## src/rtl/core_scheduler.sv

```systemverilog
// core_scheduler: per-core instruction sequencing FSM for the MiniGPU compute core.
// Optional feature: define SCHED_DIVERGE_CHECK_EN to add the sticky next_pc divergence check (diverge_err).
module core_scheduler #(
  parameter int THREADS_PER_BLOCK = 4,
  parameter int PC_BITS           = 8
) (
  input  logic                                 clk,
  input  logic                                 reset,
  input  logic                                 start,
  input  logic [$clog2(THREADS_PER_BLOCK):0]   thread_count,
  input  logic                                 fetch_valid,
  input  logic                                 decoded_ret,
  input  logic [2*THREADS_PER_BLOCK-1:0]       lsu_state,
  input  logic [PC_BITS*THREADS_PER_BLOCK-1:0] next_pc,
  output logic [2:0]                           core_state,
  output logic                                 fetch_req,
  output logic [PC_BITS-1:0]                   current_pc,
  output logic                                 done,
  output logic [15:0]                          retired
`ifdef SCHED_DIVERGE_CHECK_EN
  ,
  output logic                                 diverge_err
`endif
);

  localparam int CNT_W = $clog2(THREADS_PER_BLOCK) + 1;

  localparam logic [1:0] LSU_REQUESTING = 2'b01;
  localparam logic [1:0] LSU_WAITING    = 2'b10;

  // Encoding is visible to the decoder, ALUs and LSUs, so it must stay fixed.
  typedef enum logic [2:0] {
    S_IDLE    = 3'b000,
    S_FETCH   = 3'b001,
    S_DECODE  = 3'b010,
    S_REQUEST = 3'b011,
    S_WAIT    = 3'b100,
    S_EXECUTE = 3'b101,
    S_UPDATE  = 3'b110,
    S_DONE    = 3'b111
  } state_t;

  state_t             state;
  state_t             state_next;
  logic [CNT_W-1:0]   active_lanes;
  logic [PC_BITS-1:0] lane0_pc;
  logic               lsu_busy;
  logic               pc_mismatch;
  logic               diverge;

  // A zero lane count still runs lane 0.
  assign active_lanes = (thread_count == '0) ? CNT_W'(1) : thread_count;
  assign lane0_pc     = next_pc[PC_BITS-1:0];
  assign core_state   = state;

  always_comb begin
    lsu_busy = 1'b0;
    for (int i = 0; i < THREADS_PER_BLOCK; i++) begin
      if ((i < int'(active_lanes)) &&
          ((lsu_state[2*i +: 2] == LSU_REQUESTING) || (lsu_state[2*i +: 2] == LSU_WAITING)))
        lsu_busy = 1'b1;
    end
  end

`ifdef SCHED_DIVERGE_CHECK_EN
  always_comb begin
    pc_mismatch = 1'b0;
    for (int i = 1; i < THREADS_PER_BLOCK; i++) begin
      if ((i < int'(active_lanes)) && (next_pc[i*PC_BITS +: PC_BITS] != lane0_pc))
        pc_mismatch = 1'b1;
    end
  end
`else
  logic unused_next_pc;

  assign pc_mismatch    = 1'b0;
  assign unused_next_pc = ^next_pc;
`endif

  // A RET takes precedence: the kernel ended normally, so no divergence is flagged.
  assign diverge = pc_mismatch && !decoded_ret;

  // NOTE: every signal written here gets a default first, so no path can infer a latch.
  always_comb begin
    state_next = state;
    fetch_req  = 1'b0;
    case (state)
      S_IDLE:    if (start) state_next = S_FETCH;
      S_FETCH: begin
        fetch_req = 1'b1;
        if (fetch_valid) state_next = S_DECODE;
      end
      S_DECODE:  state_next = S_REQUEST;
      S_REQUEST: state_next = S_WAIT;
      S_WAIT:    if (!lsu_busy) state_next = S_EXECUTE;
      S_EXECUTE: state_next = S_UPDATE;
      S_UPDATE:  state_next = (decoded_ret || diverge) ? S_DONE : S_FETCH;
      S_DONE:    if (!start) state_next = S_IDLE;
      default:   state_next = S_IDLE;
    endcase
  end

  // NOTE: sequential state uses non-blocking assignments so every flop samples pre-edge values.
  always_ff @(posedge clk or negedge reset) begin
    if (!reset) state <= S_IDLE;
    else        state <= state_next;
  end

  always_ff @(posedge clk or negedge reset) begin
    if (!reset) begin
      current_pc <= '0;
      done       <= 1'b0;
      retired    <= '0;
    end else begin
      case (state)
        S_IDLE: begin
          if (start) begin
            current_pc <= '0;
            retired    <= '0;
          end
        end
        S_UPDATE: begin
          if (retired != 16'hFFFF) retired <= retired + 16'd1;
          if (decoded_ret || diverge) done       <= 1'b1;
          else                        current_pc <= lane0_pc;
        end
        S_DONE: begin
          if (!start) done <= 1'b0;
        end
        default: ;
      endcase
    end
  end

`ifdef SCHED_DIVERGE_CHECK_EN
  always_ff @(posedge clk or negedge reset) begin
    if (!reset)                               diverge_err <= 1'b0;
    else if ((state == S_UPDATE) && diverge)  diverge_err <= 1'b1;
    else if ((state == S_DONE) && !start)     diverge_err <= 1'b0;
  end
`endif

  // done is a registered copy of "in DONE"; both change on the same edges.
  a_done_tracks_state: assert property (@(posedge clk) disable iff (!reset)
    done == (state == S_DONE));

endmodule

```

## config.mk

```make
export PLATFORM = sky130hd
export DESIGN_NAME = core_scheduler
export DESIGN_NICKNAME = d
export VERILOG_FILES = /design/src/rtl/core_scheduler.sv
export SDC_FILE = /design/constraint.sdc
export NUM_CORES = 1
export LEC_CHECK = 0
export CAP_MARGIN = 0
export CORE_ASPECT_RATIO = 0.8
export CORE_UTILIZATION = 43
export CTS_CLUSTER_DIAMETER = 100
export DETAILED_ROUTE_END_ITERATION = 6
export PLACE_DENSITY_LB_ADDON = 0.25
export REMOVE_ABC_BUFFERS = 1
export SLEW_MARGIN = 40
export SYNTH_ARGS = -nofsm -noshare
export SYNTH_HDL_FRONTEND = slang
export SYNTH_SLANG_ARGS = --single-unit
```

## constraint.sdc

```tcl
create_clock -name clk -period 6.1 [get_ports clk]
set_clock_uncertainty 0.15 [all_clocks]
set_input_delay 1.22 -clock clk [delete_from_list [all_inputs] [get_ports clk]]
set_output_delay 1.22 -clock clk [all_outputs]
set_load 0.05 [all_outputs]
```

# Word level (Yosys, flattened, before mapping)
# Cells that the tools add are included.
# totals
reg_bits	28
latch_bits	0
mem_bits_rw	0
rom_bits	0
inputBits	48
out_inout_bits	29
word_cells	69
n_memories	0
# op_classes
add_sub_neg	1
mul	0
n_div	0
order_cmp	4
eq_ne	23
shift	0
n_mux	21
n_bitwise	0
reduce_logical	16
# op_table
op	count
two-way mux 16 bit	2
one-hot mux 16 bit (2 select lines)	1
one-hot mux 3 bit (8 select lines)	1
two-way mux 3 bit	6
adder 16 x 1 -> 16 bit (second input constant)	1
two-way mux 8 bit	2
inequality test 16 bit (second input constant)	1
one-hot mux 8 bit (2 select lines)	1
inequality test 2 bit (second input constant)	7
== test 3 bit (second input constant)	4
AND reduction 3 bit	3
== test 2 x 1 -> 1 bit (second input constant)	4
== test 2 bit (second input constant)	4
two-way mux 1 bit	7
== test 3 x 2 -> 1 bit (second input constant)	2
logical NOT 3 bit	2
less-than comparator 1 x 3 -> 1 bit (first input constant)	2
less-than comparator 2 x 3 -> 1 bit (first input constant)	2
logical AND 1 bit	4
logical OR 1 bit	4
AND reduction 4 bit	1
nonzero test 2 bit	2
== test 3 x 1 -> 1 bit (second input constant)	1
one-hot mux 1 bit (2 select lines)	1

# Logic depth before layout (Yosys ltp)
# Gate-level depths: netlist (run 1).
# logic_depth
word_depth	10
depth_mapped	6
ltp_nobuf	5

# Worst setup path after synthesis (run 1)
# No wires, ideal clock.
# synth_path
path_kind	reg-to-output
startpoint	reg state[0], in the netlist core_state[0]
endpoint	out fetch_req
arrival_time_ns	2.203
t_required_ns	4.730
setup_slack_ns	2.527
stages_incl_launch_ff	3
path_cell_list	dfrtp_1 -> clkbuf_1 -> nor3b_1
# synth_between
elab_chain_len	2
# synth_lines
item	line	text
start, declared	43	state_t state;
start signal, assigned	106	else state <= state_next;
== test 3 x 1 -> 1 bit	87	case (state)
two-way mux 1 bit	87	
end, declared	16	output logic fetch_req,
# No other way between the ends.

# Worst setup path after layout (run 1)
# Same ends and word-level chain as after synthesis.

==> results of run 1 <==
-- metrics by stage --
step	hold WS, ns	util	setup slack (ns)	instances
3_5_place_dp	0.331	0.614	2.64	258
3_3_place_gp	0.312	0.613	2.71	258
6_report	0.349	0.636	2.70	262
5_1_grt	0.381	0.636	2.61	262
2_1_floorplan	0.609	-	2.67	163
4_1_cts	0.354	0.634	2.73	262
-- cell families (layout without fill, tap and decap cells) --
group                      count (synthesis)  in the layout  synth area share
adders and majority gates                  1              1           0.00800
and+or+nand+nor                           77             77             0.275
AOI/OAI and AO/OA                         44             44             0.177
muxes                                      7              7            0.0448
DFF                                       28             28             0.448
xor gates and xnor gates                   4              4            0.0224
buffers and inverters                     10             59            0.0248
-- worst max path at each step --
stage	endpoint	slack, ns	from
floorplan	fetch_req	2.67	core_state[0]$_DFFE_PN0P_
global placement	retired[10]$_DFFE_PN0P_	2.71	start
detailed placement	retired[10]$_DFFE_PN0P_	2.64	start
CTS	fetch_req	2.73	core_state[0]$_DFFE_PN0P_
global route	fetch_req	2.61	core_state[0]$_DFFE_PN0P_
finish	fetch_req	2.70	core_state[0]$_DFFE_PN0P_
-- registers in the layout (all words and copies together), names as in the netlist --
name	cells
core_state	3
retired	16
current_pc	8
done	1
-- layout by cell type (no fill, tap or decap), types with 3 or more instances in the layout --
| master | count |
|---|---|
| and4_1 | 5 |
| nand2b_1 | 4 |
| dfrtp_1 | 28 |
| o31ai_1 | 3 |
| o21ai_0 | 14 |
| clkdlybuf4s50_1 | 52 |
| nand3b_1 | 3 |
| a21oi_1 | 9 |
| nor3_1 | 4 |
| nand2_1 | 29 |
| mux2i_1 | 7 |
| or4_1 | 3 |
| clkbuf_8 | 3 |
| nand4_1 | 4 |
| nor2_1 | 6 |
| a31oi_1 | 4 |
| nand3_1 | 6 |
| xnor2_1 | 3 |
-- cell usage after synthesis (all sizes together) --
cell type	n	area (um^2)
or4b	1	10.0
o31ai	3	22.5
nor3	4	20.0
o211ai	1	7.51
o21ai	14	70.1
a31o	1	8.76
dfrtp	28	701
a31oi	4	25.0
xor2	1	8.76
nor4b	1	8.76
a21o	2	15.0
and2	1	6.26
nor2b	1	6.26
nor3b	1	7.51
xnor2	3	26.3
a2bb2oi	2	17.5
o41ai	1	8.76
a21oi	9	45.0
a21boi	2	15.0
mux2i	7	70.1
nand4b	1	8.76
o311ai	2	17.5
nand3	6	30.0
or3b	1	8.76
clkbuf	7	26.3
nand3b	4	42.5
and3	2	12.5
nand2	29	109
and4	5	43.8
nand4	4	25.0
buf	1	5.00
nor4	1	6.26
inv	2	7.51
nor2	7	26.3
a211o	1	8.76
ha	1	12.5
nand2b	4	25.0
or4	4	33.8
o21a	2	15.0
-- tightest hold or removal path: stages, from the launching register on --
cell and delay [ns]:
dfrtp_1 0.36, nand2_1 0.05, o21ai_0 0.06
-- layout make-up --
class	instances	area, um^2	share of cell area
multi-input cells	133	833	0.380
flip-flops and latches	28	701	0.319
repair buffers	53	528	0.241
well taps	42	52.6	0.0240
clock buffers	3	41.3	0.0188
clock inverters	1	30.0	0.0137
inverters	2	7.51	0.00342
-- routing by layer --
metal	up-vias	share of wire	wire length (um)
met5	-	0	0
met4	0	0.0053	21
met3	2	0.062	244
met2	55	0.48	1900
met1	686	0.45	1760
li1	730	-	-
-- report_power, final --
group          leakage, nW  internal, mW  switching [mW]
logic                0.487         0.228           0.429
registers            0.369         0.261           0.115
clock network       0.0357        0.0879          0.0586
total                0.891         0.577           0.603
==> results.toml, run 1 <==
[outcome]
status = "finished, final reports clean"

[cells_and_area]
area_growth_pct = 40.2
ratio_of_cells_with_drive_above_1_in_the_final_layout = 0.0545
num_antenna_cells = 0
post-route-cell-area_um2 = 2190
nNetsFinal = 270
fillerInstances = 288

[floorplanning]
rows = 19
die_x_um = 69.4
die_height_um = 55.9
core_area_um2 = 3450
num_io_pins = 77
die_area_um2 = 3880
initial_utilization = 0.454

[sta]
timing.final.setup_violations = 0
timing.final.crit_share = 0.557
setup-tns-final_ns = 0
min_period_ns = 3.40
maxSlewHeadroom = 0.521
least_margin_pin_slew_ns = 0.718
finalHoldViolations = 0
rsz0062_at_grt = "no"
maxClockFrequency_mhz = 294
drv_slew = 0

[yosys]
netlist_area_um2 = 1560
synth.yosys.seq_area_share = 0.448
postSynthAreaPerCell_um2 = 9.15
post_synth_inst_count = 171
count_of_different_cell_masters_after_synthesis = 41
ys_seq_elements = 28
synthesis_warnings = 0

[critical_path]
cp_num_cells = 2
timing.critical_path.slowest_stage_cell = "clkdlybuf4s50_1"
critPathKind = "flip-flop to primary output"
timing.reg2reg.setup_slack_ns = 3.66
max_stage_delay_ns = 0.83
crit_family = "buffers and inverters"
critical_path_required_ns = 4.73
critPathLaunchType = "flip-flop"
crit-reg2reg-launch = "retired[0]$_DFFE_PN0P_"
crit_path_end_kind = "primary output"
worst-endpoint-arrival_ns = 2.03
crit_chain = "nor3b_1 -> clkdlybuf4s50_1"
critical_path_peak_fanout = 17
cp_num_buf_inv = 1
reg2reg_to = "retired[10]$_DFFE_PN0P_"
worst_reg_to_reg_cells = 5

[placement]
dp_hpwl_um = 2750
routabilityCongestion = 0.825
post_dp_cell_area_um2 = 2120
port-buffer-count = 52

[clock_tree]
clk_pin_slew_worst_paths_ns = 0.10
ctsHtreeMaxLevel = 1
tritoncts = "built"
cts.path.max_buffers = 2
inserted_clock_buffers = 3
post_cts_resized = 0
post_cts_hold_buffer_count = 0
cts_root_buf = "clkbuf_8"
clock_sinks = 28
postCtsSetupBuffers = 0
clock_latency_ns = 0.27

[power_and_ir_drop]
vdd_ir_drop_max_mv = 0.264
power_leakage_nw = 0.891
totalPowerFinal_mw = 1.18
pwr_density_cell_nw_per_um2 = 538

[job]
drv.max_cap_violation_count = 0

[grt]
grt_start_max_net_pins = 29
global_route.peak_usage_layer = "met2"
overflow = 0
grt_util_met1 = 0.292
globalRouteTotalUtil = 0.208
grt_util_met3 = 0.0525
use_met2 = 0.333
grt_antenna_before_repair = 0
grt_pass1_vias = 1338
grt_pass1_wl_um = 6460

[detailed_routing]
drc_errors = 0
detail_route.iter0.violations = 71
ant_nets = 0
dr_total_vias = 1473
firstDrtPassIters = 4
detail_route.wirelength_um = 3930
via_per_inst = 5.62
detail_route.wl_per_cell_um = 15.0

[worst_hold_path]
worstHoldPathType = "flip-flop to flip-flop"
holdPathEnd = "current_pc[1]$_DFFE_PN0P_"
worstHoldStart = "current_pc[1]$_DFFE_PN0P_"
worst_hold_path.num_cells = 2
(Power assumes the default switching activity.)
==> run 2, diff against run 1 <==
--- a/config.mk
+++ b/config.mk
@@ -7,7 +7,7 @@
 export LEC_CHECK = 0
 export CAP_MARGIN = 0
 export CORE_ASPECT_RATIO = 0.8
-export CORE_UTILIZATION = 43
+export CORE_UTILIZATION = 36
 export CTS_CLUSTER_DIAMETER = 100
 export DETAILED_ROUTE_END_ITERATION = 6
 export PLACE_DENSITY_LB_ADDON = 0.25
==> constraint.sdc (replaced) <==
create_clock -name clk -period 3.07 [get_ports clk]
set_clock_uncertainty 0.15 [all_clocks]
set_input_delay 0.614 -clock clk [delete_from_list [all_inputs] [get_ports clk]]
set_output_delay 0.614 -clock clk [all_outputs]
set_load 0.05 [all_outputs]
==> run 2 against run 1 <==
Hold slack lost 0.0079 ns. Via count barely moved. Global-route usage fell by 4.3 points. First-iteration DRC count decreased by 49%. Count of clock-buffer cells in the layout unchanged. Flip-flop and latch count unchanged. Die area up 19%. Cell area grew 2.2%. Critical path depth did not move. Largest cell class unchanged. Highest routed layer unchanged. Worst setup slack got worse by 2.3 ns.
==> results.toml, run 2 (synthesis gave the netlist of run 1 again) <==
[critical_path]
crit_family = "buffers and inverters"
critPathLaunchType = "flip-flop"
crit_path_end_kind = "primary output"
reg2reg_to = "retired[10]$_DFFE_PN0P_"
worst_reg_to_reg_cells = 5
timing.critical_path.slowest_stage_cell = "clkdlybuf4s50_1"
worst-endpoint-arrival_ns = 1.92
critical_path_peak_fanout = 16
crit_chain = "nor3b_1 -> clkdlybuf4s50_1"
critical_path_required_ns = 2.31
timing.reg2reg.setup_slack_ns = 0.70
crit-reg2reg-launch = "retired[0]$_DFFE_PN0P_"
critPathKind = "flip-flop to primary output"
cp_num_buf_inv = 1
max_stage_delay_ns = 0.82

[clock_tree]
post_cts_hold_buffer_count = 0
cts.path.max_buffers = 2
postCtsSetupBuffers = 0
ctsHtreeMaxLevel = 1
cts_root_buf = "clkbuf_8"
post_cts_resized = 0
inserted_clock_buffers = 3
clock_sinks = 28
tritoncts = "built"
clk_pin_slew_worst_paths_ns = 0.09
clock_latency_ns = 0.27

[floorplanning]
die_area_um2 = 4610
die_x_um = 75.7
num_io_pins = 77
die_height_um = 61.0
initial_utilization = 0.374
core_area_um2 = 4180
rows = 21

[sta]
finalHoldViolations = 0
timing.final.crit_share = 0.875
timing.final.setup_violations = 0
least_margin_pin_slew_ns = 0.646
maxClockFrequency_mhz = 372
setup-tns-final_ns = 0
maxSlewHeadroom = 0.565
rsz0062_at_grt = "no"
final.hold.worst_slack_ns = 0.341
min_period_ns = 2.69
drv_slew = 0

[placement]
dp.cells = 278
port-buffer-count = 52
routabilityCongestion = 0.799
dp_hpwl_um = 2570

[cells_and_area]
largest_register_ff_count = 16
top_register = "retired"
nNetsFinal = 275
num_antenna_cells = 0
leading_cell_types_in_the_layout_fill_and_taps_excluded = "clkdlybuf4s50_1 (52), nand2_1 (29), dfrtp_1 (28)"
ratio_of_cells_with_drive_above_1_in_the_final_layout = 0.0667
post-route-util = 0.536
finalNonFillerCells = 282
area_growth_pct = 43.3
final_common_cell = "clkdlybuf4s50_1"

[grt]
grt_antenna_before_repair = 0
grt_util_met1 = 0.248
use_met2 = 0.245
globalRouteTotalUtil = 0.166
overflow = 0
grt_pass1_vias = 1164
global_route.peak_usage_layer = "met1"
grt_pass1_wl_um = 5620
grt_start_max_net_pins = 29
grt_util_met3 = 0.0449

[detailed_routing]
detail_route.wirelength_um = 3630
detail_route.iter0.violations = 36
ant_nets = 0
firstDrtPassIters = 4
detail_route.wl_per_cell_um = 12.9
dr_total_vias = 1474
drc_errors = 0
via_per_inst = 5.23

[power_and_ir_drop]
pwr_density_cell_nw_per_um2 = 1040
vdd_ir_drop_max_mv = 0.408
totalPowerFinal_mw = 2.33
power_leakage_nw = 0.915

[outcome]
status = "finished, final reports clean"

[worst_hold_path]
worstHoldStart = "current_pc[5]$_DFFE_PN0P_"
worst_hold_path.num_cells = 2
worstHoldPathType = "flip-flop to flip-flop"
holdPathEnd = "current_pc[5]$_DFFE_PN0P_"

[job]
drv.max_cap_violation_count = 0
-- run 2: power breakdown --
part	internal [mW]	total, mW	switching (mW)
sequential	0.518	0.714	0.196
clock	0.175	0.288	0.113
combinational	0.473	1.33	0.856
-- run 2: worst max-delay path by stage --
stage	from	end	slack, ns	depth (start not counted)
4_1_cts	core_state[2]$_DFFE_PN0P_	fetch_req	0.37	2
5_1_grt	core_state[2]$_DFFE_PN0P_	fetch_req	0.24	2
3_5_place_dp	start	current_pc[4]$_DFFE_PN0P_	0.56	6
3_3_place_gp	start	current_pc[7]$_DFFE_PN0P_	0.57	6
2_1_floorplan	core_state[0]$_DFFE_PN0P_	fetch_req	0.24	1
6_report	core_state[2]$_DFFE_PN0P_	fetch_req	0.38	2
-- run 2: final cells by class --
cell class              count  area [um^2]
well taps                  57         71.3
multi-input cells         133          825
flip-flops and latches     28          701
repair buffers             58          566
fillers                   367         1940
clock inverters             1         30.0
inverters                   2         7.51
clock buffers               3         41.3
-- run 2: worst min-delay path, stage by stage (launching register included) --
cell and delay [ns]:
dfrtp_1 0.35, nand2_1 0.05, o21ai_0 0.06
-- run 2: metal layers --
metal / up-vias / routed length, um / part of all wire
met5: - / 0 / 0
met4: 0 / 15 / 0.0041
met3: 2 / 223 / 0.061
met2: 40 / 1580 / 0.43
met1: 690 / 1820 / 0.50
li1: 742 / - / -
-- run 2: through the flow --
step	setup slack [ns]	instance area, um^2
finish	0.385	2240
global route	0.239	2240
CTS	0.367	2240
detailed placement	0.557	2170
global placement	0.575	2170
floorplan	0.244	1530
